==> config.mk <==
export PLATFORM = sky130hd
export DESIGN_NAME = plru_set_array
export DESIGN_NICKNAME = d
export VERILOG_FILES = /design/src/rtl/plru_set_array.sv
export SDC_FILE = /design/constraint.sdc
export NUM_CORES = 1
export LEC_CHECK = 0
export BUFFER_PORTS_ARGS = -buffer_cell sky130_fd_sc_hd__buf_4
export CAP_MARGIN = 30
export CORE_AREA = 5 5 142 144
export DETAILED_ROUTE_END_ITERATION = 16
export DIE_AREA = 0 0 147 149
export GPL_TIMING_DRIVEN = 0
export SLEW_MARGIN = 10
export SYNTH_ARGS = -nofsm -noshare
export SYNTH_HDL_FRONTEND = slang
export SYNTH_SLANG_ARGS = --single-unit
==> constraint.sdc <==
create_clock -name CLK -period 5.05 [get_ports CLK]
set_input_delay 0.2525 -clock CLK [delete_from_list [all_inputs] [get_ports CLK]]
set_output_delay 0.2525 -clock CLK [all_outputs]
set_load 0.02 [all_outputs]
==> src/rtl/plru_set_array.sv <==
// rtl/plru_set_array.sv - tree-PLRU state array shared by a fill (victim) port and a touch (hit) port,
// with a sweep FSM that returns every set to the all-zero encoding.

module plru_updater #(
  parameter int NUM_ENTRIES     = 8,
  parameter int LOG_NUM_ENTRIES = $clog2(NUM_ENTRIES)
) (
  input  logic [NUM_ENTRIES-2:0]     plru_in,
  input  logic                       update_valid,
  input  logic [LOG_NUM_ENTRIES-1:0] update_way,
  output logic [NUM_ENTRIES-2:0]     plru_out
);
  // Level l holds 2^l nodes starting at 2^l-1, indexed by the way's low l bits;
  // each node decides way bit l. Marking MRU points every node on the path away.
  always_comb begin
    plru_out = plru_in;
    if (update_valid) begin
      for (int l = 0; l < LOG_NUM_ENTRIES; l++) begin
        plru_out[LOG_NUM_ENTRIES'((1 << l) - 1) + (update_way & LOG_NUM_ENTRIES'((1 << l) - 1))] = ~update_way[l];
      end
    end
  end
endmodule

module plru_set_array #(
  parameter int NUM_SETS        = 16,
  parameter int LOG_NUM_SETS    = $clog2(NUM_SETS),
  parameter int NUM_ENTRIES     = 8,
  parameter int LOG_NUM_ENTRIES = $clog2(NUM_ENTRIES)
) (
  input  logic                       CLK,
  input  logic                       nRST,
  input  logic                       fill_req_valid,
  input  logic [LOG_NUM_SETS-1:0]    fill_req_set,
  output logic                       fill_req_ready,
  output logic                       fill_resp_valid,
  output logic [LOG_NUM_ENTRIES-1:0] fill_resp_way,
  input  logic                       touch_valid,
  input  logic [LOG_NUM_SETS-1:0]    touch_set,
  input  logic [LOG_NUM_ENTRIES-1:0] touch_way,
  input  logic                       clear_req,
  output logic                       clear_busy
);
  localparam int W = NUM_ENTRIES - 1;

  typedef enum logic {IDLE, CLEAR} state_t;

  state_t                      state;
  logic [LOG_NUM_SETS-1:0]     clr_cnt;
  logic [W-1:0]                plru [NUM_SETS];

  logic                        fill_fire;
  logic                        touch_fire;
  logic                        same_set;
  logic [W-1:0]                touch_in;
  logic [W-1:0]                touch_out;
  logic [W-1:0]                new_in;
  logic [W-1:0]                new_out;
  logic [LOG_NUM_ENTRIES-1:0]  victim;

  function automatic logic [LOG_NUM_ENTRIES-1:0] find_victim(input logic [W-1:0] v);
    logic [LOG_NUM_ENTRIES-1:0] way;
    way = '0;
    for (int l = 0; l < LOG_NUM_ENTRIES; l++) begin
      way[l] = v[LOG_NUM_ENTRIES'((1 << l) - 1) + (way & LOG_NUM_ENTRIES'((1 << l) - 1))];
    end
    return way;
  endfunction

  assign fill_fire  = fill_req_valid && fill_req_ready;
  assign touch_fire = touch_valid && (state == IDLE);
  assign same_set   = fill_fire && touch_fire && (fill_req_set == touch_set);

  // A same-set touch feeds the fill stage so the victim comes from the post-touch vector.
  assign touch_in = plru[touch_set];
  assign new_in   = same_set ? touch_out : plru[fill_req_set];
  assign victim   = find_victim(new_in);

  plru_updater #(.NUM_ENTRIES(NUM_ENTRIES), .LOG_NUM_ENTRIES(LOG_NUM_ENTRIES)) u_touch (
    .plru_in      (touch_in),
    .update_valid (touch_fire),
    .update_way   (touch_way),
    .plru_out     (touch_out)
  );

  plru_updater #(.NUM_ENTRIES(NUM_ENTRIES), .LOG_NUM_ENTRIES(LOG_NUM_ENTRIES)) u_new (
    .plru_in      (new_in),
    .update_valid (fill_fire),
    .update_way   (victim),
    .plru_out     (new_out)
  );

  always_ff @(posedge CLK or negedge nRST) begin
    if (!nRST) begin
      state           <= IDLE;
      clr_cnt         <= '0;
      fill_req_ready  <= 1'b1;
      fill_resp_valid <= 1'b0;
      fill_resp_way   <= '0;
      clear_busy      <= 1'b0;
      for (int s = 0; s < NUM_SETS; s++) plru[s] <= '0;
    end else begin
      fill_resp_valid <= 1'b0;
      case (state)
        IDLE: begin
          if (touch_fire && !same_set) plru[touch_set] <= touch_out;
          if (fill_fire) begin
            plru[fill_req_set] <= new_out;
            fill_resp_valid    <= 1'b1;
            fill_resp_way      <= victim;
          end
          if (clear_req) begin
            state          <= CLEAR;
            clear_busy     <= 1'b1;
            fill_req_ready <= 1'b0;
          end
        end
        CLEAR: begin
          plru[clr_cnt] <= '0;
          clr_cnt       <= clr_cnt + 1'b1;
          if (clr_cnt == LOG_NUM_SETS'(NUM_SETS - 1)) begin
            state          <= IDLE;
            clear_busy     <= 1'b0;
            fill_req_ready <= 1'b1;
          end
        end
        default: state <= IDLE;
      endcase
    end
  end
endmodule

==> metrics.cfg <==
[final_layout]
nNetsFinal = 897
layout_commonest_cell = nand2_1
final_cell_mix = nand2_1, dfrtp_1, a22oi_1, o221ai_1, o21ai_1
area_delta_synth_final_pct = 13.92
antennaDiodeCount = 0
final_util_pct = 51.49
drive_gt1_share_pct = 18.64

[power_and_ir_drop]
power.total_mw = 3.876
p_sw_share_pct = 38.91
p_leak_nw = 3.869
intPower_mw = 2.368
ir_worst_vdd_v = 0.0002059
p_sw_mw = 1.508
combPwrFrac_pct = 34.6
power.density_nw_per_um2 = 405.1
clockPowerShare_pct = 34.7
p_seq_share_pct = 30.7

[route]
wire_per_inst_um = 28.73
vias = 8007
avgViaCountPerCell = 7.155
postRouteAntennaNets = 0
drtIter0Drc = 1339
route.detailed.drc = 0
wl_mm = 32.15
drtPass1Iterations = 6

[timing]
slew_viol_final = 0
hold_viol_final = 0
timing.fmax_mhz = 295.9
setup_viol = 0
grt_setup_unrepaired = false
maxSlewHeadroom_pct = 27.40
period_share_pct = 66.92
skew_ns = 0.006348
tns_ns = 0
worst_pin_slew_ns = 1.087
min_period_ns = 3.379

[setup_path]
required_ns = 5.41
cp-start-kind = register
arrival_ns = 3.73
path_class = register to register
worst-path-max-fanout = 10
worst_setup_path_end_kind = register

[logic_synthesis]
postSynthCellCount = 822
synth_edf_count = 0
yosys.cell_types.count = 72
ys_seq_area_share_pct = 36.67
ys_ff_latch = 123
async_flop_share_pct = 100.0
synth_area_per_cell_um2 = 10.22
synth_warnings = 0
synth_fp_nets = 847
dominantRegCellSynth = dfrtp_1
synth_area_um2 = 8398

[global_routing]
grt_pass1_wl_mm = 48.80
grt_max_degree = 77
grt_pass1_vias = 7865
antenna_found_initial = 0
overflow = 0
grt_usage_pct = 29.38

[die]
die_w_um = 147
start_util_pct = 45.20
die_y_um = 149
die-area_um2 = 21900
coreArea_um2 = 18580
rows = 50
io_pins = 22

[clock_network]
cts_sinks = 123
cts_buffers = 17
ctsHtreeMaxLevel = 4
cts_root_buf = clkbuf_16
post_cts_buffers = 0
cts_tree = done
clk_path_buf_depth = 2
cts_resized = 0
hold_buffers = 2
clkTransAtPathRegs_ns = 0.06
insertion_delay_ns = 0.43

[placed_design]
dp_hpwl_mm = 23.89
portBuffers = 15
routabilityCongestion = 1.001

[run_status]
status = complete, no violations

[flow_run]
drv_cap = 0

[worst_hold_path]
hold_class = primary input to async pin

final cells by class:
class,instances,area [µm²]
Buffer,65,382.9
Clock buffer,22,474.2
Clock inverter,10,163.9
Fill cell,1683,9014
Inverter,11,41.29
Multi-Input combinational cell,623,4895
Sequential cell,123,3079
Tap cell,234,292.8
Timing Repair Buffer,31,237.7
power by group through the flow:
stage / combinational, mW / sequential [mW] / clock, mW
after floorplan: 0.808 / 1.19 / 0
after global placement: 1.22 / 1.19 / 0
after detailed placement: 1.27 / 1.20 / 0
after CTS: 1.27 / 1.19 / 1.35
after global routing: 1.42 / 1.20 / 1.40
final: 1.34 / 1.19 / 1.35
synthesized netlist by cell type (all sizes together) (2+ instances only):
cell	number	area, µm²
ha	9	112.6
a31o	5	43.79
nand2	139	531.8
nor3b	3	22.52
nand4	3	18.77
nand2b	4	25.02
a21o	3	22.52
a31oi	2	12.51
o21ai	64	324.1
a22oi	60	450.4
inv	10	37.54
and3	15	93.84
mux2i	21	210.2
o21a	3	23.77
and2	4	25.02
nor4	6	82.58
nor3	9	45.04
o221ai	61	596.8
a21oi	23	115.1
mux2	5	56.30
o22ai	2	12.51
a211oi	17	142.6
o211ai	3	27.52
xor2	3	41.29
mux4	49	1130
buf	35	270.3
or3	2	12.51
nor2b	11	68.82
dfrtp	122	3053
clkbuf	30	112.6
a221oi	7	67.56
nor2	29	111.4
nand3	19	95.09
xnor2	9	101.4
o31ai	18	135.1
per-layer routing:
metal  track usage, %  routed length (µm)
met2            46.05               14930
met1            40.29               12990
met5                0                   0
met4            10.16                1011
met3            6.928                3211
path summary, 6_finish.rpt:
check	startpoint	end	slack (ns)	cells after the start
worst max-delay path	state	plru[24]	1.67	9
worst min-delay path	nRST	fill_resp_way[1]	0.42	2
worst max register to register	state	plru[24]	1.67	9
worst min register to register	plru[21]	plru[21]	0.52	1
max in group asynchronous	nRST	plru[95]	3.89	3
min in group CLK	touch_way[2]	plru[40]	0.45	4
state kept, by name (all words and copies together), names as in the netlist:
| register | count |
|---|---|
| fill_resp_way | 3 |
| clr_cnt | 4 |
| fill_req_ready | 1 |
| clear_busy | 1 |
| fill_resp_valid | 1 |
| plru | 112 |
| state | 1 |
cell families (layout without fill, tap and decap cells):
logic type      Yosys count  after routing  share of synthesized area, %
flops                   123            123                         36.67
xor+xnor                 12             12                         1.698
compound gates          279            279                         24.72
mux                      75             75                         16.63
fa+ha+maj                 9              9                         1.341
simple gates            248            248                         13.90
buf+inv                  76            139                         5.051
worst max-delay path, cell delays in order (launching register included):
cell             delay [ns]
dfrtp_1                0.43
nor2b_1                0.13
clkbuf_1               0.40
nand3_1                0.16
o21ai_1                0.54
nor4_1                 0.18
clkdlybuf4s18_2        0.31
o31ai_1                0.83
a22oi_1                0.17
o21ai_1                0.14
through the flow:
| step | std cells | setup WS (ns) | cell area [µm²] | hold WS (ns) |
|---|---|---|---|---|
| finish | 1119 | 1.671 | 9567 | 0.4243 |
| global route | 1119 | 1.533 | 9567 | 0.4505 |
| CTS | 1112 | 1.782 | 9532 | 0.4225 |
| detailed placement | 1078 | 1.404 | 8874 | 0.3440 |
| global placement | 1071 | 1.429 | 8803 | 0.4210 |
| floorplan | 822 | 2.552 | 8398 | -0.04309 |
No activity file was read; power rests on OpenSTA's default activity.
